## config.mk

```make
export PLATFORM = sky130hd
export DESIGN_NAME = pipeline_hazard_ctrl_flat
export DESIGN_NICKNAME = d
export VERILOG_FILES = /design/src/rtl/pipeline_hazard_ctrl_pkg.sv /design/src/rtl/pipeline_hazard_ctrl_if.sv /design/src/rtl/pipeline_hazard_ctrl_fwd_unit.sv /design/src/rtl/pipeline_hazard_ctrl.sv /design/src/flat_wrapper.sv
export SDC_FILE = /design/constraint.sdc
export NUM_CORES = 1
export LEC_CHECK = 0
export CAP_MARGIN = 20
export CORE_AREA = 2 2 54 56
export DETAILED_ROUTE_END_ITERATION = 12
export DIE_AREA = 0 0 56 58
export GPL_ROUTABILITY_DRIVEN = 0
export GPL_TIMING_DRIVEN = 0
export PLACE_DENSITY = 0.82
export SLEW_MARGIN = 20
export SYNTH_ARGS = -nofsm -noshare
export SYNTH_HDL_FRONTEND = slang
export SYNTH_SLANG_ARGS = --single-unit
```

## constraint.sdc

```tcl
create_clock -name clk -period 2.7 [get_ports clk]
set_input_delay 0.405 -clock clk [delete_from_list [all_inputs] [get_ports clk]]
set_output_delay 0.405 -clock clk [all_outputs]
set_load 0.01 [all_outputs]
```

## src/rtl/pipeline_hazard_ctrl_pkg.sv

```systemverilog
// Shared types for the pipeline hazard controller.
// Optional perf counters are compiled in with PIPE_HAZARD_PERF_EN.
package pipeline_hazard_ctrl_pkg;

    typedef enum logic [1:0] {
        RUN      = 2'd0,
        MEM_WAIT = 2'd1,
        HALT     = 2'd2
    } ctrl_state_e;

    typedef enum logic [1:0] {
        FWD_RF  = 2'b00,
        FWD_MEM = 2'b01,
        FWD_WB  = 2'b10
    } fwd_sel_e;

    localparam logic [4:0] REG_X0 = 5'd0;

endpackage

```

## src/rtl/pipeline_hazard_ctrl_if.sv

```systemverilog
// Hazard bundle between the pipeline stages (master) and the controller (slave).
// Carries stage register ids, memory handshake and the stall/flush/forward controls.
interface pipeline_hazard_ctrl_if;
    import pipeline_hazard_ctrl_pkg::*;

    logic [4:0] de_rs1;
    logic [4:0] de_rs2;
    logic       de_use_rs1;
    logic       de_use_rs2;
    logic [4:0] ex_rs1;
    logic [4:0] ex_rs2;
    logic [4:0] ex_rd;
    logic       ex_we;
    logic       ex_is_load;
    logic [4:0] mem_rd;
    logic       mem_we;
    logic [4:0] wb_rd;
    logic       wb_we;
    logic       ex_redirect;
    logic       mem_req;
    logic       mem_ready;

    logic       stall_fe;
    logic       stall_de;
    logic       stall_ex;
    logic       stall_mem;
    logic       flush_de;
    logic       bubble_ex;
    logic       bubble_wb;
    fwd_sel_e   fwd_a;
    fwd_sel_e   fwd_b;
    logic       mem_timeout;

    modport master (
        output de_rs1, de_rs2, de_use_rs1, de_use_rs2,
        output ex_rs1, ex_rs2, ex_rd, ex_we, ex_is_load,
        output mem_rd, mem_we, wb_rd, wb_we,
        output ex_redirect, mem_req, mem_ready,
        input  stall_fe, stall_de, stall_ex, stall_mem,
        input  flush_de, bubble_ex, bubble_wb,
        input  fwd_a, fwd_b, mem_timeout
    );

    modport slave (
        input  de_rs1, de_rs2, de_use_rs1, de_use_rs2,
        input  ex_rs1, ex_rs2, ex_rd, ex_we, ex_is_load,
        input  mem_rd, mem_we, wb_rd, wb_we,
        input  ex_redirect, mem_req, mem_ready,
        output stall_fe, stall_de, stall_ex, stall_mem,
        output flush_de, bubble_ex, bubble_wb,
        output fwd_a, fwd_b, mem_timeout
    );

endinterface

```

## src/rtl/pipeline_hazard_ctrl_fwd_unit.sv

```systemverilog
// EX operand forwarding select for one source register.
// The younger MEM result takes precedence over WB data.
module pipeline_hazard_ctrl_fwd_unit
    import pipeline_hazard_ctrl_pkg::*;
(
    input  logic [4:0] src_i,
    input  logic [4:0] mem_rd_i,
    input  logic       mem_we_i,
    input  logic [4:0] wb_rd_i,
    input  logic       wb_we_i,
    output fwd_sel_e   sel_o
);

    always_comb begin
        sel_o = FWD_RF;
        if (src_i != REG_X0) begin
            if (mem_we_i && (mem_rd_i == src_i)) begin
                sel_o = FWD_MEM;
            end else if (wb_we_i && (wb_rd_i == src_i)) begin
                sel_o = FWD_WB;
            end
        end
    end

endmodule

```

## src/rtl/pipeline_hazard_ctrl.sv

```systemverilog
// 5-stage pipeline sequencing: mem-wait FSM, redirect/load-use priority, forwarding.
// Define PIPE_HAZARD_PERF_EN to add saturating stall/flush/mem-wait counters.
module pipeline_hazard_ctrl
    import pipeline_hazard_ctrl_pkg::*;
#(
    parameter int MEM_TIMEOUT = 255
`ifdef PIPE_HAZARD_PERF_EN
   ,parameter int CNT_W       = 32
`endif
)(
    input  logic                 clk,
    input  logic                 reset,
    pipeline_hazard_ctrl_if.slave hz
`ifdef PIPE_HAZARD_PERF_EN
   ,output logic [CNT_W-1:0]     perf_stall_cnt,
    output logic [CNT_W-1:0]     perf_flush_cnt,
    output logic [CNT_W-1:0]     perf_memw_cnt
`endif
);

    localparam int WAIT_W = $clog2(MEM_TIMEOUT + 1);

    localparam logic [1:0] S_RUN  = RUN;
    localparam logic [1:0] S_MEMW = MEM_WAIT;
    localparam logic [1:0] S_HALT = HALT;

    logic [1:0]        state_q, state_d;
    logic [WAIT_W-1:0] wait_q, wait_d;
    logic              run_mode;
    logic              mem_hold;
    logic              load_use;
    logic              redir;
    logic              lu_stall;
    fwd_sel_e          fwd_a_w, fwd_b_w;

    assign load_use = hz.ex_is_load && hz.ex_we
                   && (hz.ex_rd != REG_X0)
                   && ((hz.de_use_rs1 && (hz.de_rs1 == hz.ex_rd))
                    || (hz.de_use_rs2 && (hz.de_rs2 == hz.ex_rd)));

    // The release cycle of a wait evaluates hazards as in RUN.
    always_comb begin
        state_d  = state_q;
        wait_d   = wait_q;
        run_mode = 1'b0;
        mem_hold = 1'b0;
        unique case (state_q)
            S_RUN: begin
                if (hz.mem_req && !hz.mem_ready) begin
                    state_d  = S_MEMW;
                    wait_d   = WAIT_W'(1);
                    mem_hold = 1'b1;
                end else begin
                    run_mode = 1'b1;
                end
            end
            S_MEMW: begin
                if (hz.mem_ready) begin
                    state_d  = S_RUN;
                    wait_d   = '0;
                    run_mode = 1'b1;
                end else begin
                    mem_hold = 1'b1;
                    if (wait_q == WAIT_W'(MEM_TIMEOUT)) begin
                        state_d = S_HALT;
                    end else begin
                        wait_d = wait_q + WAIT_W'(1);
                    end
                end
            end
            S_HALT: begin
                mem_hold = 1'b1;
            end
            default: begin
                state_d = S_RUN;
                wait_d  = '0;
            end
        endcase
    end

    always_ff @(posedge clk or posedge reset) begin
        if (reset) begin
            state_q <= S_RUN;
            wait_q  <= '0;
        end else begin
            state_q <= state_d;
            wait_q  <= wait_d;
        end
    end

    assign redir    = !reset && run_mode && hz.ex_redirect;
    assign lu_stall = !reset && run_mode && !hz.ex_redirect && load_use;

    assign hz.stall_fe    = (!reset && mem_hold) || lu_stall;
    assign hz.stall_de    = (!reset && mem_hold) || lu_stall;
    assign hz.stall_ex    = !reset && mem_hold;
    assign hz.stall_mem   = !reset && mem_hold;
    assign hz.bubble_wb   = !reset && mem_hold;
    assign hz.flush_de    = redir;
    assign hz.bubble_ex   = redir || lu_stall;
    assign hz.mem_timeout = !reset && (state_q == S_HALT);

    pipeline_hazard_ctrl_fwd_unit u_fwd_a (
        .src_i    (hz.ex_rs1),
        .mem_rd_i (hz.mem_rd),
        .mem_we_i (hz.mem_we),
        .wb_rd_i  (hz.wb_rd),
        .wb_we_i  (hz.wb_we),
        .sel_o    (fwd_a_w)
    );

    pipeline_hazard_ctrl_fwd_unit u_fwd_b (
        .src_i    (hz.ex_rs2),
        .mem_rd_i (hz.mem_rd),
        .mem_we_i (hz.mem_we),
        .wb_rd_i  (hz.wb_rd),
        .wb_we_i  (hz.wb_we),
        .sel_o    (fwd_b_w)
    );

    assign hz.fwd_a = reset ? FWD_RF : fwd_a_w;
    assign hz.fwd_b = reset ? FWD_RF : fwd_b_w;

`ifdef PIPE_HAZARD_PERF_EN
    logic [CNT_W-1:0] stall_cnt_q, flush_cnt_q, memw_cnt_q;
    logic             memw_cyc;

    assign memw_cyc = !reset && mem_hold && (state_q != S_HALT);

    always_ff @(posedge clk or posedge reset) begin
        if (reset) begin
            stall_cnt_q <= '0;
            flush_cnt_q <= '0;
            memw_cnt_q  <= '0;
        end else begin
            if (lu_stall && !(&stall_cnt_q)) begin
                stall_cnt_q <= stall_cnt_q + CNT_W'(1);
            end
            if (redir && !(&flush_cnt_q)) begin
                flush_cnt_q <= flush_cnt_q + CNT_W'(1);
            end
            if (memw_cyc && !(&memw_cnt_q)) begin
                memw_cnt_q <= memw_cnt_q + CNT_W'(1);
            end
        end
    end

    assign perf_stall_cnt = stall_cnt_q;
    assign perf_flush_cnt = flush_cnt_q;
    assign perf_memw_cnt  = memw_cnt_q;
`endif

endmodule

```

## src/flat_wrapper.sv

```systemverilog
// flat-port wrapper written by rule: the top's interface ports become plain ports
module pipeline_hazard_ctrl_flat import pipeline_hazard_ctrl_pkg::*;
#(
    parameter int MEM_TIMEOUT = 255

)
  (clk, reset, hz_de_rs1, hz_de_rs2, hz_de_use_rs1, hz_de_use_rs2, hz_ex_rs1, hz_ex_rs2, hz_ex_rd, hz_ex_we, hz_ex_is_load, hz_mem_rd, hz_mem_we, hz_wb_rd, hz_wb_we, hz_ex_redirect, hz_mem_req, hz_mem_ready, hz_stall_fe, hz_stall_de, hz_stall_ex, hz_stall_mem, hz_flush_de, hz_bubble_ex, hz_bubble_wb, hz_fwd_a, hz_fwd_b, hz_mem_timeout);
  pipeline_hazard_ctrl_if hz_i ();
  input  logic clk;
  input  logic reset;
  input wire logic [$bits(hz_i.de_rs1)-1:0] hz_de_rs1;
  input wire logic [$bits(hz_i.de_rs2)-1:0] hz_de_rs2;
  input wire logic [$bits(hz_i.de_use_rs1)-1:0] hz_de_use_rs1;
  input wire logic [$bits(hz_i.de_use_rs2)-1:0] hz_de_use_rs2;
  input wire logic [$bits(hz_i.ex_rs1)-1:0] hz_ex_rs1;
  input wire logic [$bits(hz_i.ex_rs2)-1:0] hz_ex_rs2;
  input wire logic [$bits(hz_i.ex_rd)-1:0] hz_ex_rd;
  input wire logic [$bits(hz_i.ex_we)-1:0] hz_ex_we;
  input wire logic [$bits(hz_i.ex_is_load)-1:0] hz_ex_is_load;
  input wire logic [$bits(hz_i.mem_rd)-1:0] hz_mem_rd;
  input wire logic [$bits(hz_i.mem_we)-1:0] hz_mem_we;
  input wire logic [$bits(hz_i.wb_rd)-1:0] hz_wb_rd;
  input wire logic [$bits(hz_i.wb_we)-1:0] hz_wb_we;
  input wire logic [$bits(hz_i.ex_redirect)-1:0] hz_ex_redirect;
  input wire logic [$bits(hz_i.mem_req)-1:0] hz_mem_req;
  input wire logic [$bits(hz_i.mem_ready)-1:0] hz_mem_ready;
  output wire logic [$bits(hz_i.stall_fe)-1:0] hz_stall_fe;
  output wire logic [$bits(hz_i.stall_de)-1:0] hz_stall_de;
  output wire logic [$bits(hz_i.stall_ex)-1:0] hz_stall_ex;
  output wire logic [$bits(hz_i.stall_mem)-1:0] hz_stall_mem;
  output wire logic [$bits(hz_i.flush_de)-1:0] hz_flush_de;
  output wire logic [$bits(hz_i.bubble_ex)-1:0] hz_bubble_ex;
  output wire logic [$bits(hz_i.bubble_wb)-1:0] hz_bubble_wb;
  output wire logic [$bits(hz_i.fwd_a)-1:0] hz_fwd_a;
  output wire logic [$bits(hz_i.fwd_b)-1:0] hz_fwd_b;
  output wire logic [$bits(hz_i.mem_timeout)-1:0] hz_mem_timeout;
  assign hz_i.de_rs1 = hz_de_rs1;
  assign hz_i.de_rs2 = hz_de_rs2;
  assign hz_i.de_use_rs1 = hz_de_use_rs1;
  assign hz_i.de_use_rs2 = hz_de_use_rs2;
  assign hz_i.ex_rs1 = hz_ex_rs1;
  assign hz_i.ex_rs2 = hz_ex_rs2;
  assign hz_i.ex_rd = hz_ex_rd;
  assign hz_i.ex_we = hz_ex_we;
  assign hz_i.ex_is_load = hz_ex_is_load;
  assign hz_i.mem_rd = hz_mem_rd;
  assign hz_i.mem_we = hz_mem_we;
  assign hz_i.wb_rd = hz_wb_rd;
  assign hz_i.wb_we = hz_wb_we;
  assign hz_i.ex_redirect = hz_ex_redirect;
  assign hz_i.mem_req = hz_mem_req;
  assign hz_i.mem_ready = hz_mem_ready;
  assign hz_stall_fe = hz_i.stall_fe;
  assign hz_stall_de = hz_i.stall_de;
  assign hz_stall_ex = hz_i.stall_ex;
  assign hz_stall_mem = hz_i.stall_mem;
  assign hz_flush_de = hz_i.flush_de;
  assign hz_bubble_ex = hz_i.bubble_ex;
  assign hz_bubble_wb = hz_i.bubble_wb;
  assign hz_fwd_a = hz_i.fwd_a;
  assign hz_fwd_b = hz_i.fwd_b;
  assign hz_mem_timeout = hz_i.mem_timeout;
  pipeline_hazard_ctrl #(.MEM_TIMEOUT(MEM_TIMEOUT)) u_core (.clk(clk), .reset(reset), .hz(hz_i));
endmodule
```

==> impl_metrics.ini, run 1 <==
[status]
status = finished, final reports clean

[floorplan]
dieArea_mm2 = 0.00325
fp.dieH_um = 58
ios = 58
dieWidth_um = 56
core_mm2 = 0.00266
start_util = 0.398
rows = 19

[detailed_routing]
wl_met3_um = 119
routed.top_layer = met4
wl_per_cell_um = 13.6
drc = 0
via_per_inst = 5.35
drt_first_iter_violations = 24
drtAntennaViolNets = 0
met1_length_mm = 1.14
vias = 1192
wl_mm = 3.03
wl_met2_mm = 1.73
drt_pass1_iterations = 5

[sta]
fmax_mhz = 378
tns_ns = 0
finalCriticalPeriod_ns = 2.65
slew_viol_final = 0
period_share = 0.981
slew_headroom = 0.742
finalHoldViolCount = 0
setup-violations-final = 0
worst_pin_slew_ns = 0.386
skew_ns = 0.00105

[clock_tree]
cts.clk_slew.worst_paths_ns = 0.06
cts_sinks = 10
cts_hold_buf = 0
post-cts-setup-buffers = 0
h-tree-depth = 1
clkLatencyLatePin_ns = 0.26
clk_path_buf_depth = 2
root_buffer = clkbuf_4
numCtsBuffers = 3
tritoncts = built

[setup_path]
crit_fanout = 3
critPathKind = input port to output pin
crit_path_start_kind = input port
crit_arrival_ns = 2.24
critPathRequiredTime_ns = 2.30
cp-end-kind = output pin

[yosys]
yosys-top-cells-count = 17 x xor2_1, 15 x nor2_1, 14 x xnor2_1, 10 x dfrtp_1, 6 x nand2_1
synth_ff_type = dfrtp_1
synth_seq_cells = 10
synthesis.instances = 131
yosys.area.top_type_share = 0.236
yosysMostFrequentCell = xor2_1
synth_largest_area_cell = dfrtp_1
netlist_area_mm2 = 0.00106
synth-edff-count = 0
synth_cell_type_count = 39
yosys-top-cells-area = dfrtp_1 24%, xor2_1 14%, xnor2_1 12%, nor2_1 5.3%, or4_1 3.5%
async_flop_share = 1.00
syn_area_per_cell_um2 = 8.09
synth_warnings = 0
synth_seq_area_share = 0.236
synth_nets = 178

[grt]
grt_pass1_vias = 1217
grt_max_degree = 11
grt_first_pass_wirelength_mm = 5.03
track_usage = 0.190
gr-total-overflow = 0
antenna_found_initial = 0

[power]
total_leakage_power_nw = 0.723
fin_total_pwr_w = 0.000490
ir_worst_vdd_v = 0.000287
p_per_area_mw_per_mm2 = 283

[layout]
num_antenna_cells = 0
finish.net_count = 240
fillers = 235
syn2layout_area_growth_pct = 63.3
finish.utilization = 0.650
drive_above_1_share = 0.0885

[placed_design]
hpwl_mm = 2.64
port_buffers = 57

[job]
cap_violations = 0

[min_path]
hp-class = input port to asynchronous set/reset pin
placed cells by master, fill, tap and decap left out, types with 2 or more instances in the layout:
| master | instances |
|---|---|
| buf_4 | 3 |
| xor2_1 | 17 |
| clkbuf_4 | 3 |
| o21ai_0 | 5 |
| and4_1 | 4 |
| dfrtp_1 | 10 |
| dlymetal6s2s_1 | 4 |
| a22o_1 | 2 |
| o21ai_1 | 5 |
| nand2_1 | 6 |
| clkdlybuf4s50_1 | 48 |
| nor2_1 | 13 |
| xnor2_1 | 14 |
| inv_1 | 2 |
| nand4_1 | 3 |
| nor4_1 | 2 |
| nand3_1 | 4 |
| nor3_1 | 3 |
| nand2b_1 | 3 |
| nor2_2 | 2 |
| a21oi_1 | 5 |
| or4_1 | 5 |
| dlygate4sd2_1 | 5 |
| nor4_2 | 2 |
kinds of logic after synthesis:
kind of cell | share of synthesized area
compound gates | 0.153
fa+ha+maj | 0.0118
xor+xnor | 0.256
mux | 0.00945
simple gates | 0.300
flops | 0.236
buf+inv | 0.0331
metrics by stage:
stage	instances	hold slack (ns)	worst slack, ns	area [um2]
final	223	0.365	0.0519	1730
after global routing	223	0.402	-0.00311	1730
after CTS	223	0.370	0.00122	1700
after detailed placement	219	0.542	-0.317	1670
after global placement	219	0.537	-0.299	1670
after floorplan	131	0.245	0.730	1060
final cells by class:
class / instances / area, um2 / area share
multi-input combinational: 115 / 796 / 0.460
inverter: 2 / 7.51 / 0.00434
buffer: 4 / 27.5 / 0.0159
timing repair buffer: 57 / 574 / 0.332
sequential: 10 / 250 / 0.145
clock buffer: 4 / 36.3 / 0.0210
tap: 31 / 38.8 / 0.0224
final timing paths:
path,startpoint,cells after the start,end,slack [ns]
setup / recovery,hz_ex_rs2[1],6,hz_fwd_b[0],0.05
hold / removal,reset,2,u_core.wait_q[0],0.36
setup reg to reg,u_core.state_q[1],4,u_core.wait_q[6],1.02
hold reg to reg,u_core.wait_q[3],1,u_core.wait_q[3],0.55
max in group asynchronous,reset,2,u_core.wait_q[7],2.06
min in group clk,u_core.wait_q[3],1,u_core.wait_q[3],0.55
critical path, cell delays in order:
cell and delay [ns]:
clkdlybuf4s50_1 0.47, xor2_1 0.18, nor4_2 0.28, nand3_1 0.12, nor3_1 0.22, clkdlybuf4s50_1 0.57
repair_timing:
item / in CTS / in global routing
resized for setup: 5 / 9
setup endpoints to repair: 5 / 5
hold endpoints to repair: 0 / 0
pin swaps: 1 / 0
flip-flops by register name (all words and copies together) (netlist names):
register / cells
u_core.wait_q: 8
u_core.state_q: 2
where the power goes:
group | internal [W] | switching (W)
sequential | 0.000157 | 0.00000962
clock | 0.0000819 | 0.0000501
combinational | 0.000113 | 0.0000782
routing by layer:
metal,up-vias,track usage
li1,600,-
met1,553,0.189
met2,33,0.403
met3,6,0.0268
met4,0,0.0476
met5,-,0
(Power assumes the default switching activity.)
==> inputs of run 2 (changes only) <==
--- a/config.mk
+++ b/config.mk
@@ -6,12 +6,13 @@
 export NUM_CORES = 1
 export LEC_CHECK = 0
 export CAP_MARGIN = 20
-export CORE_AREA = 2 2 54 56
+export CORE_AREA = 2 2 55 57
 export DETAILED_ROUTE_END_ITERATION = 12
-export DIE_AREA = 0 0 56 58
+export DIE_AREA = 0 0 57 59
 export GPL_ROUTABILITY_DRIVEN = 0
 export GPL_TIMING_DRIVEN = 0
-export PLACE_DENSITY = 0.82
+export PLACE_DENSITY = 0.8
+export SKIP_LAST_GASP = 1
 export SLEW_MARGIN = 20
 export SYNTH_ARGS = -nofsm -noshare
 export SYNTH_HDL_FRONTEND = slang
==> run 2 against run 1 <==
Effect of this change:
- sequential share of layout area grew 0.23 points
- combinational power hardly changed
- critical endpoint unchanged
- first-iteration DRC count increased by 4.2%
- core utilization fell by 2.2 points
- flip-flop and latch count did not move
- via count grew 1.3%
- die area increased by 3.5%
- global-route usage fell by 0.40 points
==> impl_metrics.ini, run 2 (synthesis gave the netlist of run 1 again) <==
[status]
status = finished, final reports clean

[setup_path]
crit_arrival_ns = 2.18
crit_path_start_kind = input port
critPathKind = input port to output pin
crit_fanout = 3
crit_chain = clkdlybuf4s50_1 > xor2_1 > nor4_2 > nand3_1 > nor3_1 > clkdlybuf4s50_1
cp-end-kind = output pin
cpPeakStageDelay_ns = 0.56
critPathRequiredTime_ns = 2.30
cp_common_cell = clkdlybuf4s50_1
slowest_stage = clkdlybuf4s50_1

[sta]
finalCriticalPeriod_ns = 2.58
skew_ns = 0.00537
slew_headroom = 0.734
worst_pin_slew_ns = 0.395
rsz0062_at_grt = yes
fmax_mhz = 387
setup-violations-final = 0
slew_viol_final = 0
finalHoldViolCount = 0
period_share = 0.956

[power]
fin_total_pwr_w = 0.000458
total_leakage_power_nw = 0.709
p_per_area_mw_per_mm2 = 269
ir_worst_vdd_v = 0.000256

[grt]
grt_max_degree = 11
track_usage = 0.186
grt_pass1_vias = 1210
antenna_found_initial = 0
grt_first_pass_wirelength_mm = 5.05
gr-total-overflow = 0

[clock_tree]
cts.clk_slew.worst_paths_ns = 0.06
cts_hold_buf = 0
clk_path_buf_depth = 2
h-tree-depth = 1
numCtsBuffers = 3
clkLatencyLatePin_ns = 0.26
cts_sinks = 10
root_buffer = clkbuf_4
tritoncts = built
post-cts-setup-buffers = 0

[detailed_routing]
wl_mm = 3.06
drc = 0
drt_pass1_iterations = 4
drt_first_iter_violations = 25
vias = 1207
drtAntennaViolNets = 0
via_per_inst = 5.44
wl_per_cell_um = 13.8

[min_path]
hp-class = input port to asynchronous set/reset pin

[placed_design]
port_buffers = 57
hpwl_mm = 2.63
placed_area_mm2 = 0.00167

[layout]
most-common-layout-cells = 49 x clkdlybuf4s50_1, 17 x xor2_1, 14 x nor2_1, 14 x xnor2_1, 10 x dfrtp_1
top_regs = u_core.wait_q x8, u_core.state_q x2
largest_reg_flops = 8
largest-register = u_core.wait_q
final_common_cell = clkdlybuf4s50_1
finish.net_count = 240
fillers = 247
syn2layout_area_growth_pct = 60.7
num_antenna_cells = 0
fin_area_mm2 = 0.00170
drive_above_1_share = 0.0681

[floorplan]
dieArea_mm2 = 0.00336
ios = 58
core_mm2 = 0.00271
rows = 19
start_util = 0.391
fp.dieH_um = 59
dieWidth_um = 57

[job]
cap_violations = 0
[run 2: where the power goes]
group          leakage, nW  switching, W  internal (W)  total, W
clock network       0.0138     0.0000494     0.0000514  0.000101
logic                0.560     0.0000772      0.000113  0.000190
registers            0.135    0.00000991      0.000157  0.000167
total                0.709      0.000136      0.000321  0.000458
[run 2: final timing paths]
kind | start | cells past startpoint | slack, ns | end
worst max register to register | u_core.state_q[1] | 4 | 1.00 | u_core.wait_q[6]
min in group clk | u_core.wait_q[3] | 1 | 0.57 | u_core.wait_q[3]
worst min-delay path | reset | 2 | 0.36 | u_core.wait_q[0]
max in group asynchronous | reset | 2 | 2.05 | u_core.wait_q[6]
worst min register to register | u_core.wait_q[3] | 1 | 0.57 | u_core.wait_q[3]
worst max-delay path | hz_ex_rs2[1] | 6 | 0.12 | hz_fwd_b[0]
[run 2: per-layer routing]
layer  part of all wire  vias up  GRT usage
li1                   -      595          -
met1               0.36      566      0.187
met2               0.60       44      0.404
met3              0.046        2     0.0262
met4            0.00098        0     0.0233
met5                  0        -          0
[run 2: critical path, delay by kind of cell]
family | cells | cell delay (ns)
XOR/XNOR | 1 | 0.17
AND/OR/NAND/NOR | 3 | 0.58
buffers and inverters | 2 | 1.02
[run 2: per-stage QoR]
stage               setup TNS [ns]  instances  utilization  hold WS [ns]  setup slack, ns
finish                           0        222        0.628         0.363            0.119
global route               -0.0116        222        0.628         0.397          -0.0116
CTS                              0        222        0.622         0.370          0.00732
detailed placement          -0.635        219        0.616         0.539           -0.260
global placement            -0.586        219        0.616         0.536           -0.260
floorplan                        0        131            -         0.245            0.730
[run 2: layout make-up]
type	instances	area, um2	share of cell area
Buffer	4	27.5	0.0162
Clock buffer	3	22.5	0.0132
Inverter	2	7.51	0.00441
Multi-Input combinational cell	115	783	0.460
Sequential cell	10	250	0.147
Tap cell	31	38.8	0.0228
Timing Repair Buffer	57	573	0.337
[run 2: what timing repair did]
action                                  in CTS  in global routing
gates resized for setup                      5                  6
gates cloned                                 0                  0
endpoints found under the setup margin       5                  5
pin swaps                                    1                  2
==> inputs of run 3 (changes only) <==
--- a/config.mk
+++ b/config.mk
@@ -6,12 +6,12 @@
 export NUM_CORES = 1
 export LEC_CHECK = 0
 export CAP_MARGIN = 20
-export CORE_AREA = 2 2 55 57
+export CORE_AREA = 2 2 65 49
+export CTS_CLUSTER_DIAMETER = 30
 export DETAILED_ROUTE_END_ITERATION = 12
-export DIE_AREA = 0 0 57 59
+export DIE_AREA = 0 0 67 51
 export GPL_ROUTABILITY_DRIVEN = 0
-export GPL_TIMING_DRIVEN = 0
-export PLACE_DENSITY = 0.8
+export PLACE_DENSITY = 0.79
 export SKIP_LAST_GASP = 1
 export SLEW_MARGIN = 20
 export SYNTH_ARGS = -nofsm -noshare
==> run 3 against run 2 <==
Effect of this change:
- clock power increased by 53%
- first-iteration DRC count is 130% higher
- combinational power grew 8%
- die area grew 1.6%
- routed wire length is 3.9% higher
- via count increased by 1.7%
- power rose by 15%
- largest cell class unchanged
==> impl_metrics.ini, run 3 (synthesis gave the netlist of run 1 again) <==
[layout]
drive_above_1_share = 0.116
most-common-layout-cells = 51 x clkdlybuf4s50_1, 17 x xor2_1, 14 x xnor2_1, 13 x nor2_1, 11 x buf_4
finish.utilization = 0.619
final_common_cell = clkdlybuf4s50_1
num_antenna_cells = 0
finish.net_count = 247
largest-register = u_core.wait_q
top_regs = u_core.wait_q x8, u_core.state_q x2
syn2layout_area_growth_pct = 69.1
largest_reg_flops = 8

[placed_design]
pre_cts_ws_ns = -0.116
port_buffers = 57
hpwl_mm = 2.70

[sta]
skew_ns = 0.00428
rsz0062_at_grt = yes
period_share = 0.987
fmax_mhz = 375
finalCriticalPeriod_ns = 2.66
setup-violations-final = 0
worst_pin_slew_ns = 0.427
finalHoldViolCount = 0
fin_ws_ns = 0.0351
slew_viol_final = 0
slew_headroom = 0.715

[floorplan]
core_mm2 = 0.00289
fp.dieH_um = 51
rows = 17
dieArea_mm2 = 0.00342
start_util = 0.366
dieWidth_um = 67
ios = 58

[detailed_routing]
drc = 0
drt_first_iter_violations = 58
drtAntennaViolNets = 0
wl_per_cell_um = 13.5
drt_pass1_iterations = 4
via_per_inst = 5.20
vias = 1228
wl_mm = 3.18

[power]
p_per_area_mw_per_mm2 = 295
total_leakage_power_nw = 0.724
ir_worst_vdd_v = 0.000183
fin_total_pwr_w = 0.000528

[grt]
grt_pass1_vias = 1234
gr-total-overflow = 0
grt_first_pass_wirelength_mm = 5.29
track_usage = 0.201
antenna_found_initial = 0
grt_max_degree = 16

[setup_path]
reg2reg_slack_ns = 0.91
crit_fanout = 3
slowest_stage = or4_1
cp-end-kind = output pin
cpPeakStageDelay_ns = 0.55
cp_common_cell = clkdlybuf4s50_1
crit_arrival_ns = 2.26
critPathKind = input port to output pin
crit_chain = clkdlybuf4s50_1 > or4_1 > nor2_2 > nor2_1 > and4_1 > clkdlybuf4s50_1
crit_path_start_kind = input port
critPathRequiredTime_ns = 2.30

[clock_tree]
clk_path_buf_depth = 2
cts_hold_buf = 0
post-cts-setup-buffers = 0
tritoncts = built
clkLatencyLatePin_ns = 0.24
cts.clk_slew.worst_paths_ns = 0.05
cts_sinks = 10
root_buffer = clkbuf_8
h-tree-depth = 1
numCtsBuffers = 3

[status]
status = finished, final reports clean

[min_path]
hp-class = flop to flop

[job]
cap_violations = 0
==> run 3: final timing paths <==
| kind | start | to | depth (start not counted) |
|---|---|---|---|
| max | hz_ex_rs2[1] | hz_fwd_b[1] | 6 |
| min | u_core.wait_q[3] | u_core.wait_q[3] | 1 |
| max reg2reg | u_core.state_q[0] | u_core.wait_q[6] | 5 |
| min reg2reg | u_core.wait_q[3] | u_core.wait_q[3] | 1 |
| max in group asynchronous | reset | u_core.wait_q[5] | 3 |
| min in group asynchronous | reset | u_core.state_q[0] | 3 |
==> run 3: cell type report <==
type / count / area, um2
repair buffers: 68 / 649
flip-flops and latches: 10 / 250
multi-input cells: 115 / 796
clock buffers: 3 / 41.3
inverters: 2 / 7.51
fillers: 243 / 1100
well taps: 38 / 47.5
==> run 3: per-stage QoR <==
step	instances	hold WS, ns	instance area [um2]	TNS [ns]
global route	236	0.582	1790	-0.0802
detailed placement	233	0.544	1730	-0.326
global placement	233	0.534	1730	-0.147
CTS	236	0.554	1790	0
floorplan	131	0.245	1060	0
finish	236	0.550	1790	0
==> run 3: power by group <==
part	internal, W	switching, W	total (W)
logic	0.000123	0.0000835	0.000206
registers	0.000158	0.00000887	0.000166
clock network	0.0000976	0.0000576	0.000155
==> run 3: timing repair <==
action / 4_1_cts / 5_1_grt
pin swaps: 1 / 0
gates resized for setup: 9 / 2
endpoints found under the hold margin: 0 / 0
setup endpoints to repair: 6 / 2
cloned: 0 / 0
==> run 3: per-layer routing <==
| layer | track usage | vias up | wire length (um) | share of wire |
|---|---|---|---|---|
| met5 | 0 | - | 0 | 0 |
| met4 | 0.0578 | 0 | 61 | 0.019 |
| met3 | 0.0507 | 8 | 142 | 0.045 |
| met2 | 0.351 | 38 | 1590 | 0.50 |
| met1 | 0.242 | 569 | 1390 | 0.44 |
| li1 | - | 613 | - | - |
==> run 3: worst max-delay path, delay by kind of cell <==
kind	cells	cell delay [ns]
buf+inv	2	0.94
simple gates	4	0.91
